## src/rtl/button_conditioner_if.sv

```systemverilog
// Button conditioner port bundle: raw button inputs and the conditioned
// level/event outputs for N_CH channels.
interface button_conditioner_if #(
  parameter int N_CH = 4
);
  logic [N_CH-1:0] btn_raw_i;
  logic [N_CH-1:0] level_o;
  logic [N_CH-1:0] press_o;
  logic [N_CH-1:0] release_o;
  logic [N_CH-1:0] rpt_o;

  // Drives the buttons and observes the conditioned outputs.
  modport master (
    output btn_raw_i,
    input  level_o,
    input  press_o,
    input  release_o,
    input  rpt_o
  );

  // The conditioner itself.
  modport slave (
    input  btn_raw_i,
    output level_o,
    output press_o,
    output release_o,
    output rpt_o
  );
endinterface

```

## src/rtl/button_conditioner.sv

```systemverilog
// Multi-channel push-button conditioner. Each channel synchronises its raw
// input, debounces it into a stable level, emits press/release pulses on level
// changes, and drives an action pulse at press time and (optionally) at
// auto-repeat instants while the button stays held.
module button_conditioner #(
  parameter int              N_CH       = 4,
  parameter int              DB_CYCLES  = 250000,
  parameter int              RPT_DELAY  = 10000000,
  parameter int              RPT_PERIOD = 2500000,
  parameter logic [N_CH-1:0] RPT_MASK   = {N_CH{1'b1}},
  parameter bit              ACTIVE_LOW = 1'b1
) (
  input  logic                clock,
  input  logic                resetn,
  button_conditioner_if.slave bus
);

  // Debounce counter only ever needs to reach DB_CYCLES-1.
  localparam int DB_W = (DB_CYCLES > 1) ? $clog2(DB_CYCLES) : 1;
  // One timer per channel serves both the initial delay and the repeat period.
  localparam int RPT_MAX = (RPT_DELAY > RPT_PERIOD) ? RPT_DELAY : RPT_PERIOD;
  localparam int TMR_W   = (RPT_MAX > 1) ? $clog2(RPT_MAX) : 1;

  localparam logic [DB_W-1:0]  DB_LAST     = DB_W'(DB_CYCLES - 1);
  localparam logic [TMR_W-1:0] DELAY_LAST  = TMR_W'(RPT_DELAY - 1);
  localparam logic [TMR_W-1:0] PERIOD_LAST = TMR_W'(RPT_PERIOD - 1);

  typedef enum logic [1:0] {
    S_IDLE,
    S_DELAY,
    S_REPEAT
  } rpt_state_e;

  for (genvar gi = 0; gi < N_CH; gi++) begin : g_ch
    logic             raw_in;
    logic             sync1_q;
    logic             sync2_q;
    logic [DB_W-1:0]  db_cnt_q;
    logic [DB_W-1:0]  db_cnt_d;
    logic             level_q;
    logic             level_d;
    logic             press_q;
    logic             release_q;
    logic             rpt_q;
    logic             accept_press;
    logic             accept_release;
    rpt_state_e       state_q;
    logic [TMR_W-1:0] timer_q;

    // Polarity is normalised before the synchroniser so pressed is always 1.
    assign raw_in = ACTIVE_LOW ? ~bus.btn_raw_i[gi] : bus.btn_raw_i[gi];

    // Two-flop synchroniser for the asynchronous button input.
    always_ff @(posedge clock) begin
      if (!resetn) begin
        sync1_q <= 1'b0;
        sync2_q <= 1'b0;
      end else begin
        sync1_q <= raw_in;
        sync2_q <= sync1_q;
      end
    end

    // Debounce next state: count consecutive cycles of disagreement with the
    // accepted level; any agreement restarts the count.
    always_comb begin
      db_cnt_d = db_cnt_q;
      level_d  = level_q;
      if (sync2_q == level_q) begin
        db_cnt_d = '0;
      end else if (db_cnt_q == DB_LAST) begin
        db_cnt_d = '0;
        level_d  = ~level_q;
      end else begin
        db_cnt_d = db_cnt_q + DB_W'(1);
      end
    end

    assign accept_press   = ~level_q &  level_d;
    assign accept_release =  level_q & ~level_d;

    // Debounced level plus press/release pulses, registered together so the
    // pulse lands in the first cycle the new level is visible.
    always_ff @(posedge clock) begin
      if (!resetn) begin
        db_cnt_q  <= '0;
        level_q   <= 1'b0;
        press_q   <= 1'b0;
        release_q <= 1'b0;
      end else begin
        db_cnt_q  <= db_cnt_d;
        level_q   <= level_d;
        press_q   <= accept_press;
        release_q <= accept_release;
      end
    end

    // Auto-repeat FSM; a release always wins over a coincident timer expiry.
    always_ff @(posedge clock) begin
      if (!resetn) begin
        state_q <= S_IDLE;
        timer_q <= '0;
        rpt_q   <= 1'b0;
      end else begin
        rpt_q <= 1'b0;
        if (accept_release) begin
          state_q <= S_IDLE;
          timer_q <= '0;
        end else begin
          case (state_q)
            S_IDLE: begin
              if (accept_press) begin
                rpt_q   <= 1'b1;
                timer_q <= '0;
                if (RPT_MASK[gi]) begin
                  state_q <= S_DELAY;
                end
              end
            end
            S_DELAY: begin
              if (timer_q == DELAY_LAST) begin
                rpt_q   <= 1'b1;
                timer_q <= '0;
                state_q <= S_REPEAT;
              end else begin
                timer_q <= timer_q + TMR_W'(1);
              end
            end
            S_REPEAT: begin
              if (timer_q == PERIOD_LAST) begin
                rpt_q   <= 1'b1;
                timer_q <= '0;
              end else begin
                timer_q <= timer_q + TMR_W'(1);
              end
            end
            default: begin
              state_q <= S_IDLE;
              timer_q <= '0;
            end
          endcase
        end
      end
    end

    assign bus.level_o[gi]   = level_q;
    assign bus.press_o[gi]   = press_q;
    assign bus.release_o[gi] = release_q;
    assign bus.rpt_o[gi]     = rpt_q;
  end

endmodule

```

## src/flat_wrapper.sv

```systemverilog
// flat-port wrapper written by rule: the top's interface ports become plain ports
module button_conditioner_flat 
#(
  parameter int              N_CH       = 4,
  parameter int              DB_CYCLES  = 250000,
  parameter int              RPT_DELAY  = 10000000,
  parameter int              RPT_PERIOD = 2500000,
  parameter logic [N_CH-1:0] RPT_MASK   = {N_CH{1'b1}},
  parameter bit              ACTIVE_LOW = 1'b1
)
  (clock, resetn, bus_btn_raw_i, bus_level_o, bus_press_o, bus_release_o, bus_rpt_o);
  button_conditioner_if #(.N_CH(N_CH)) bus_i ();
  input  logic clock;
  input  logic resetn;
  input wire logic [$bits(bus_i.btn_raw_i)-1:0] bus_btn_raw_i;
  output wire logic [$bits(bus_i.level_o)-1:0] bus_level_o;
  output wire logic [$bits(bus_i.press_o)-1:0] bus_press_o;
  output wire logic [$bits(bus_i.release_o)-1:0] bus_release_o;
  output wire logic [$bits(bus_i.rpt_o)-1:0] bus_rpt_o;
  assign bus_i.btn_raw_i = bus_btn_raw_i;
  assign bus_level_o = bus_i.level_o;
  assign bus_press_o = bus_i.press_o;
  assign bus_release_o = bus_i.release_o;
  assign bus_rpt_o = bus_i.rpt_o;
  button_conditioner #(.N_CH(N_CH), .DB_CYCLES(DB_CYCLES), .RPT_DELAY(RPT_DELAY), .RPT_PERIOD(RPT_PERIOD), .RPT_MASK(RPT_MASK), .ACTIVE_LOW(ACTIVE_LOW)) u_core (.clock(clock), .resetn(resetn), .bus(bus_i));
endmodule
```

## config.mk

```make
export PLATFORM = sky130hd
export DESIGN_NAME = button_conditioner_flat
export DESIGN_NICKNAME = d
export VERILOG_FILES = /design/src/rtl/button_conditioner_if.sv /design/src/rtl/button_conditioner.sv /design/src/flat_wrapper.sv
export SDC_FILE = /design/constraint.sdc
export NUM_CORES = 1
export LEC_CHECK = 0
export ABC_AREA = 1
export BUFFER_PORTS_ARGS = -buffer_cell sky130_fd_sc_hd__buf_2
export CORE_MARGIN = 4
export CORE_UTILIZATION = 64
export DETAILED_ROUTE_END_ITERATION = 12
export HOLD_SLACK_MARGIN = 0.03
export PLACE_DENSITY = 0.83
export REMOVE_ABC_BUFFERS = 1
export SYNTH_ARGS = -nofsm -noshare
export SYNTH_HDL_FRONTEND = slang
export SYNTH_SLANG_ARGS = --single-unit
```

## constraint.sdc

```tcl
create_clock -name clock -period 2.56 [get_ports clock]
set_clock_uncertainty 0.2 [all_clocks]
set_input_delay 0.128 -clock clock [delete_from_list [all_inputs] [get_ports clock]]
set_output_delay 0.128 -clock clock [all_outputs]
set_load 0.005 [all_outputs]
```

==> results of run 1 <==
-- report_power, final --
group | leakage [nW] | switching (W) | internal (W) | total (W)
clock | 0.289 | 0.00131 | 0.00149 | 0.00280
combinational | 2.90 | 0.0000675 | 0.0000267 | 0.0000942
sequential | 1.61 | 0.00000521 | 0.00312 | 0.00312
-- through the flow --
| step | cells | total power (W) | worst slack, ns | util (%) |
|---|---|---|---|---|
| after floorplan | 1756 | 0.00325 | 0.541 | - |
| after global placement | 2013 | 0.00328 | 0.420 | 65.9 |
| after detailed placement | 2013 | 0.00328 | 0.373 | 65.9 |
| after CTS | 2050 | 0.00606 | 0.292 | 69.6 |
| after global routing | 2050 | 0.00620 | 0.0977 | 69.6 |
| final | 2050 | 0.00601 | 0.287 | 69.6 |
-- path summary, 6_finish.rpt --
kind	startpoint	endpoint	cells past startpoint
max	u_core.g_ch[0].db_cnt_q[0]$_SDFF_PP0_	u_core.g_ch[0].timer_q[21]$_SDFFE_PP0P_	10
min	bus_btn_raw_i[1]	u_core.g_ch[1].sync1_q$_SDFF_PN0_	3
max reg2reg	u_core.g_ch[0].db_cnt_q[0]$_SDFF_PP0_	u_core.g_ch[0].timer_q[21]$_SDFFE_PP0P_	10
min reg2reg	u_core.g_ch[3].sync1_q$_SDFF_PN0_	u_core.g_ch[3].sync2_q$_SDFF_PN0_	2
-- layout make-up --
class / instances / share of cell area, %
timing repair buffer: 33 / 1.76
multi-input combinational: 1316 / 52.0
clock inverter: 14 / 1.47
clock buffer: 18 / 3.42
inverter: 240 / 7.18
tap: 229 / 2.28
sequential: 200 / 31.9
-- worst min-delay path, stage by stage --
cell,delay (ns)
dlygate4sd3_1,0.52
buf_2,0.10
nor2_1,0.03
-- cells by family after synthesis --
family,Yosys count,share of synthesized area [%]
AOI/OAI and AO/OA,134,6.12
xor gates and xnor gates,48,3.57
adders and majority gates,24,2.55
buffers and inverters,290,10.7
DFF,200,34.0
and+or+nand+nor,1110,43.1
-- sequential cells by signal, indices dropped and copies added, names as in the netlist --
register	count
u_core.g_ch.rpt_q	4
u_core.g_ch.release_q	4
u_core.g_ch.state_q	8
u_core.g_ch.level_q	4
u_core.g_ch.db_cnt_q	72
u_core.g_ch.press_q	4
u_core.g_ch.timer_q	96
u_core.g_ch.sync1_q	4
u_core.g_ch.sync2_q	4
-- per-layer routing --
metal,vias up,global-route usage (%)
met5,-,0
met4,0,9.91
met3,41,3.96
met2,289,43.5
met1,5066,32.9
li1,5759,-
-- cell usage in the layout, fill, tap and decap left out, drive strengths merged, types with 18 or more instances in the layout --
master,Yosys,final
a21oi,85,85
buf,47,28
clkbuf,3,18
dfxtp,200,200
ha,24,24
inv,238,245
nand2,422,422
nand3,189,189
nand4,71,71
nor2,352,352
nor3,45,45
o21ai,29,29
xor2,43,43
-- timing repair --
item	CTS	global route
setup endpoints to repair	0	0
hold buffers	5	0
endpoints found under the hold margin	18	0
==> flow_summary.json, run 1 <==
{
  "ys_seq_area_share_pct": 34.0,
  "post_cts_resized": 0,
  "hp-class": "input pin to flop",
  "grt_max_degree": 34,
  "placed_area_um2": 11900,
  "antenna_left": 0,
  "peakVddDrop_mv": 0.528,
  "slowest_stage": "dfxtp_1",
  "syn_avg_cell_area_um2": 6.52,
  "crit_top_cell": "nand4_1",
  "dieArea_um2": 20600,
  "pin_count": 22,
  "syn-cell-area_um2": 11800,
  "drive_above_1_share_pct": 9.28,
  "die_height_um": 144,
  "synthTopCellsByCount": "nand2_1 (397), nor2_1 (318), inv_1 (214), dfxtp_1 (200), nand3_1 (181)",
  "htreeDepth": 4,
  "power.density_nw_per_um2": 479,
  "yosysTopAreaCellShare_pct": 34.0,
  "core_um2": 18000,
  "fmax_ghz": 0.440,
  "cp-end-kind": "flop",
  "start_util_pct": 65.4,
  "num_antenna_cells": 0,
  "synth.most_common_cell": "nand2_1",
  "cap_violations": 0,
  "fillCellCount": 1564,
  "avgViaCountPerCell": 5.44,
  "fin_tns_setup_ns": 0,
  "reg2reg_slack_ns": 0.29,
  "cts.sinks": 200,
  "setup_viol": 0,
  "clock_latency_ns": 0.44,
  "yosysTopAreaCell": "dfxtp_1",
  "syn_to_final_growth_pct": 6.44,
  "wl_mm": 25.7,
  "portBuffers": 21,
  "drc": 0,
  "synth_flop_cell": "dfxtp_1",
  "final_area_um2": 12500,
  "final_nets": 1838,
  "grt_pass1_vias": 10300,
  "seq_area_um2": 4000,
  "ys_types": 44,
  "ys_warn_count": 0,
  "grt_overflow": 0,
  "relSlewSlack_pct": 45.7,
  "synth-seq-cells": 200,
  "num_vias": 11200,
  "wirelength_met1_mm": 11.6,
  "gp_congestion": 0.933,
  "grt_antenna_before_repair": 0,
  "wl_met3_mm": 1.18,
  "worst_slew_pin_slew_ns": 0.812,
  "multi_input_area_um2": 6520,
  "period_share_pct": 88.8,
  "cts_root_buf": "clkbuf_16",
  "critPathTopFamily": "simple AND/OR/NAND/NOR gates",
  "grt_usage_pct": 25.7,
  "crit_required_ns": 2.74,
  "period_needed_ns": 2.27,
  "maxSlewViolCount": 0,
  "crit_type": "flop to flop",
  "status": "finished, final reports clean",
  "worst_ep_arrival_time_ns": 2.45,
  "dr.first_iter.drc_count": 787,
  "crit_chain": "ha_1, nand4_1, nor2_2, nand4_2, nand2_4, buf_4, nand4_1, nand2_1, inv_1, nor2_1",
  "dieWidth_um": 144,
  "crit_fanout": 23,
  "leakagePower_nw": 4.80,
  "whs_ns": 0.185,
  "max_stage_delay_ns": 0.36,
  "hold_viol": 0,
  "cts_post_setup_buffers_inserted": 0,
  "cts_made_buffers": 17,
  "rsz0062_at_grt": "false",
  "wl_per_cell_um": 12.5,
  "startpoint_type": "flop",
  "syn_inst": 1806,
  "clk_pin_slew_ns": 0.07,
  "drtPass1Iterations": 6,
  "cp.buffers_inverters": 2,
  "num_rows": 49,
  "wl_met2_mm": 12.4,
  "postSynth.asyncResetShare_pct": 0,
  "yosys-top-cells-area": "dfxtp_1 (34%), nand2_1 (13%), nor2_1 (10%)",
  "highest_layer": "met4",
  "cts_tree": "yes",
  "dpl.hpwl_mm": 18.4,
  "clockBufferDepth": 2,
  "grt_pass1_wl_mm": 44.8,
  "synth_edf_count": 0
}
(Power assumes the default switching activity.)
==> inputs of run 2 (changes only) <==
ABC_AREA = unset   (was 1)
CAP_MARGIN = 15   (was unset)
CORE_ASPECT_RATIO = 2   (was unset)
CORE_UTILIZATION = 63   (was 64)
PLACE_DENSITY = 0.82   (was 0.83)
==> flow_summary.json, run 2 <==
{
  "power_w": 0.00600,
  "reg_top3": "u_core.g_ch.timer_q: 96 flops, u_core.g_ch.db_cnt_q: 72 flops, u_core.g_ch.state_q: 8 flops",
  "grt_antenna_before_repair": 0,
  "cap_violations": 0,
  "portBuffers": 21,
  "clock_latency_ns": 0.44,
  "ys_types": 67,
  "startpoint_type": "flop",
  "pwr-share-clk_pct": 44.7,
  "final_area_um2": 11100,
  "power.density_nw_per_um2": 542,
  "dieWidth_um": 95.8,
  "synthTopCellsByCount": "dfxtp_1 (200), nor2_1 (188), nand2_1 (76), xor2_1 (66), xnor2_1 (65)",
  "die_height_um": 184,
  "setup_viol": 0,
  "drive_above_1_share_pct": 12.3,
  "yosys-top-cells-area": "dfxtp_1 (41%), nor2_1 (7.3%), xor2_1 (6.0%)",
  "cts.sinks": 200,
  "syn_avg_cell_area_um2": 8.58,
  "wl_mm": 21.8,
  "relSlewSlack_pct": 57.9,
  "dr.first_iter.drc_count": 435,
  "cts_root_buf": "clkbuf_16",
  "comb_power_share_pct": 3.1,
  "core_um2": 15200,
  "dieArea_um2": 17600,
  "synth_edf_count": 0,
  "yosysTopAreaCell": "dfxtp_1",
  "p_seq_share_pct": 52.2,
  "cts_tree": "yes",
  "syn_to_final_growth_pct": 14.0,
  "num_vias": 8445,
  "leakagePower_nw": 3.88,
  "start_util_pct": 63.8,
  "switching_share_pct": 23.5,
  "largest_register_ffs": 96,
  "synth.most_common_cell": "dfxtp_1",
  "gp_congestion": 0.951,
  "utilization_pct": 72.7,
  "p_sw_w": 0.00141,
  "setup_ws_ns": 0.105,
  "period_share_pct": 95.9,
  "dpl.hpwl_mm": 15.6,
  "crit_type": "flop to flop",
  "postSynth.asyncResetShare_pct": 0,
  "maxSlewViolCount": 0,
  "num_antenna_cells": 0,
  "clk_pin_slew_ns": 0.08,
  "placed_cells": 1356,
  "num_rows": 64,
  "worst_slew_pin_slew_ns": 0.625,
  "drtPass1Iterations": 5,
  "grt_pass1_vias": 8377,
  "grt_overflow": 0,
  "clockBufferDepth": 2,
  "fmax_ghz": 0.407,
  "final_cell_count_no_fill": 1398,
  "grt_max_degree": 24,
  "crit_required_ns": 2.71,
  "avgViaCountPerCell": 6.04,
  "hold_viol": 0,
  "synth_flop_cell": "dfxtp_1",
  "peakVddDrop_mv": 0.487,
  "layout_commonest_cell": "dfxtp_1",
  "wl_per_cell_um": 15.6,
  "pin_count": 22,
  "worst_ep_arrival_time_ns": 2.61,
  "synth-seq-cells": 200,
  "syn_inst": 1131,
  "regMostFlops": "u_core.g_ch.timer_q",
  "pre_cts_ws_ns": 0.0276,
  "seq_area_um2": 4010,
  "cp-end-kind": "flop",
  "yosysTopAreaCellShare_pct": 41.3,
  "hp-class": "input pin to flop",
  "antenna_left": 0,
  "final_nets": 1217,
  "grt_usage_pct": 25.7,
  "drc": 0,
  "fillCellCount": 1177,
  "grt_pass1_wl_mm": 37.0,
  "crit_fanout": 2,
  "ys_seq_area_share_pct": 41.3,
  "mostFrequentLayoutCells": "dfxtp_1 (198), nor2_1 (188), nand2_1 (76)",
  "ys_warn_count": 0,
  "internal_power_w": 0.00459,
  "cts_made_buffers": 17,
  "multi_input_area_um2": 5410,
  "period_needed_ns": 2.46,
  "syn-cell-area_um2": 9700,
  "htreeDepth": 4,
  "status": "finished, final reports clean",
  "placed_area_um2": 10300
}
-- run 2: cell types whose count changed after synthesis, moves of 24 or more --
cell	change
inv_2	-24
xnor2_1	+60
nor2_1	-130
nand3_1	-125
and3_1	+29
a21oi_1	-66
nand2_1	-321
inv_1	-180
nor2_2	-28
-- run 2: cell type report --
cell class	count	area share, %
well taps	198	2.24
inverters	35	1.19
flip-flops and latches	200	36.2
repair buffers	88	6.20
clock buffers	18	3.88
clock inverters	14	1.41
multi-input cells	845	48.9
-- run 2: power by group through the flow --
stage               clock network [W]   logic, W  registers [W]
CTS                           0.00272   0.000178        0.00313
global route                  0.00287   0.000203        0.00313
floorplan                           0  0.0000900        0.00320
detailed placement                  0   0.000168        0.00320
finish                        0.00268   0.000186        0.00313
global placement                    0   0.000165        0.00320
-- run 2: worst max-delay path, stage by stage (launching register included) --
cell	delay, ns
dfxtp_1	0.32
or4_1	0.53
or4_4	0.52
nor4_1	0.43
a22oi_1	0.17
a211oi_1	0.21
-- run 2: timing repair --
action | CTS | global route
hold buffers | 8 | 0
buffers inserted | 0 | 2
endpoints found under the hold margin | 18 | 0
gates resized for setup | 0 | 22
setup endpoints to repair | 0 | 53
-- run 2: worst paths after layout --
kind / depth (start not counted) / endpoint / slack [ns] / from
worst max register to register: 5 / u_core.g_ch[1].rpt_q$_SDFF_PP0_ / 0.10 / u_core.g_ch[1].timer_q[7]$_SDFFE_PP0P_
worst min-delay path: 3 / u_core.g_ch[1].sync1_q$_SDFF_PN0_ / 0.20 / bus_btn_raw_i[1]
worst min register to register: 1 / u_core.g_ch[1].db_cnt_q[0]$_SDFF_PP0_ / 0.24 / u_core.g_ch[1].db_cnt_q[0]$_SDFF_PP0_
worst max-delay path: 5 / u_core.g_ch[1].rpt_q$_SDFF_PP0_ / 0.10 / u_core.g_ch[1].timer_q[7]$_SDFFE_PP0P_
-- run 2: kinds of logic after synthesis --
kind of cell	synth area share (%)
DFF	41.3
adders and majority gates	3.09
AOI/OAI and AO/OA	8.48
muxes	0.309
and+or+nand+nor	30.8
xor gates and xnor gates	11.8
buffers and inverters	4.23
-- run 2: metal layers --
| layer | wire [um] | up-vias | track usage [%] |
|---|---|---|---|
| li1 | - | 4119 | - |
| met1 | 8200 | 4054 | 26.2 |
| met2 | 12200 | 208 | 49.6 |
| met3 | 760 | 64 | 3.93 |
| met4 | 611 | 0 | 10.8 |
| met5 | 0 | - | 0 |
-- run 2: metrics by stage --
stage | hold slack (ns) | setup TNS, ns
2_1_floorplan | -0.00531 | -4.62
5_1_grt | 0.194 | -0.0123
4_1_cts | 0.184 | 0
3_5_place_dp | 0.0800 | 0
3_3_place_gp | 0.0817 | 0
6_report | 0.195 | 0
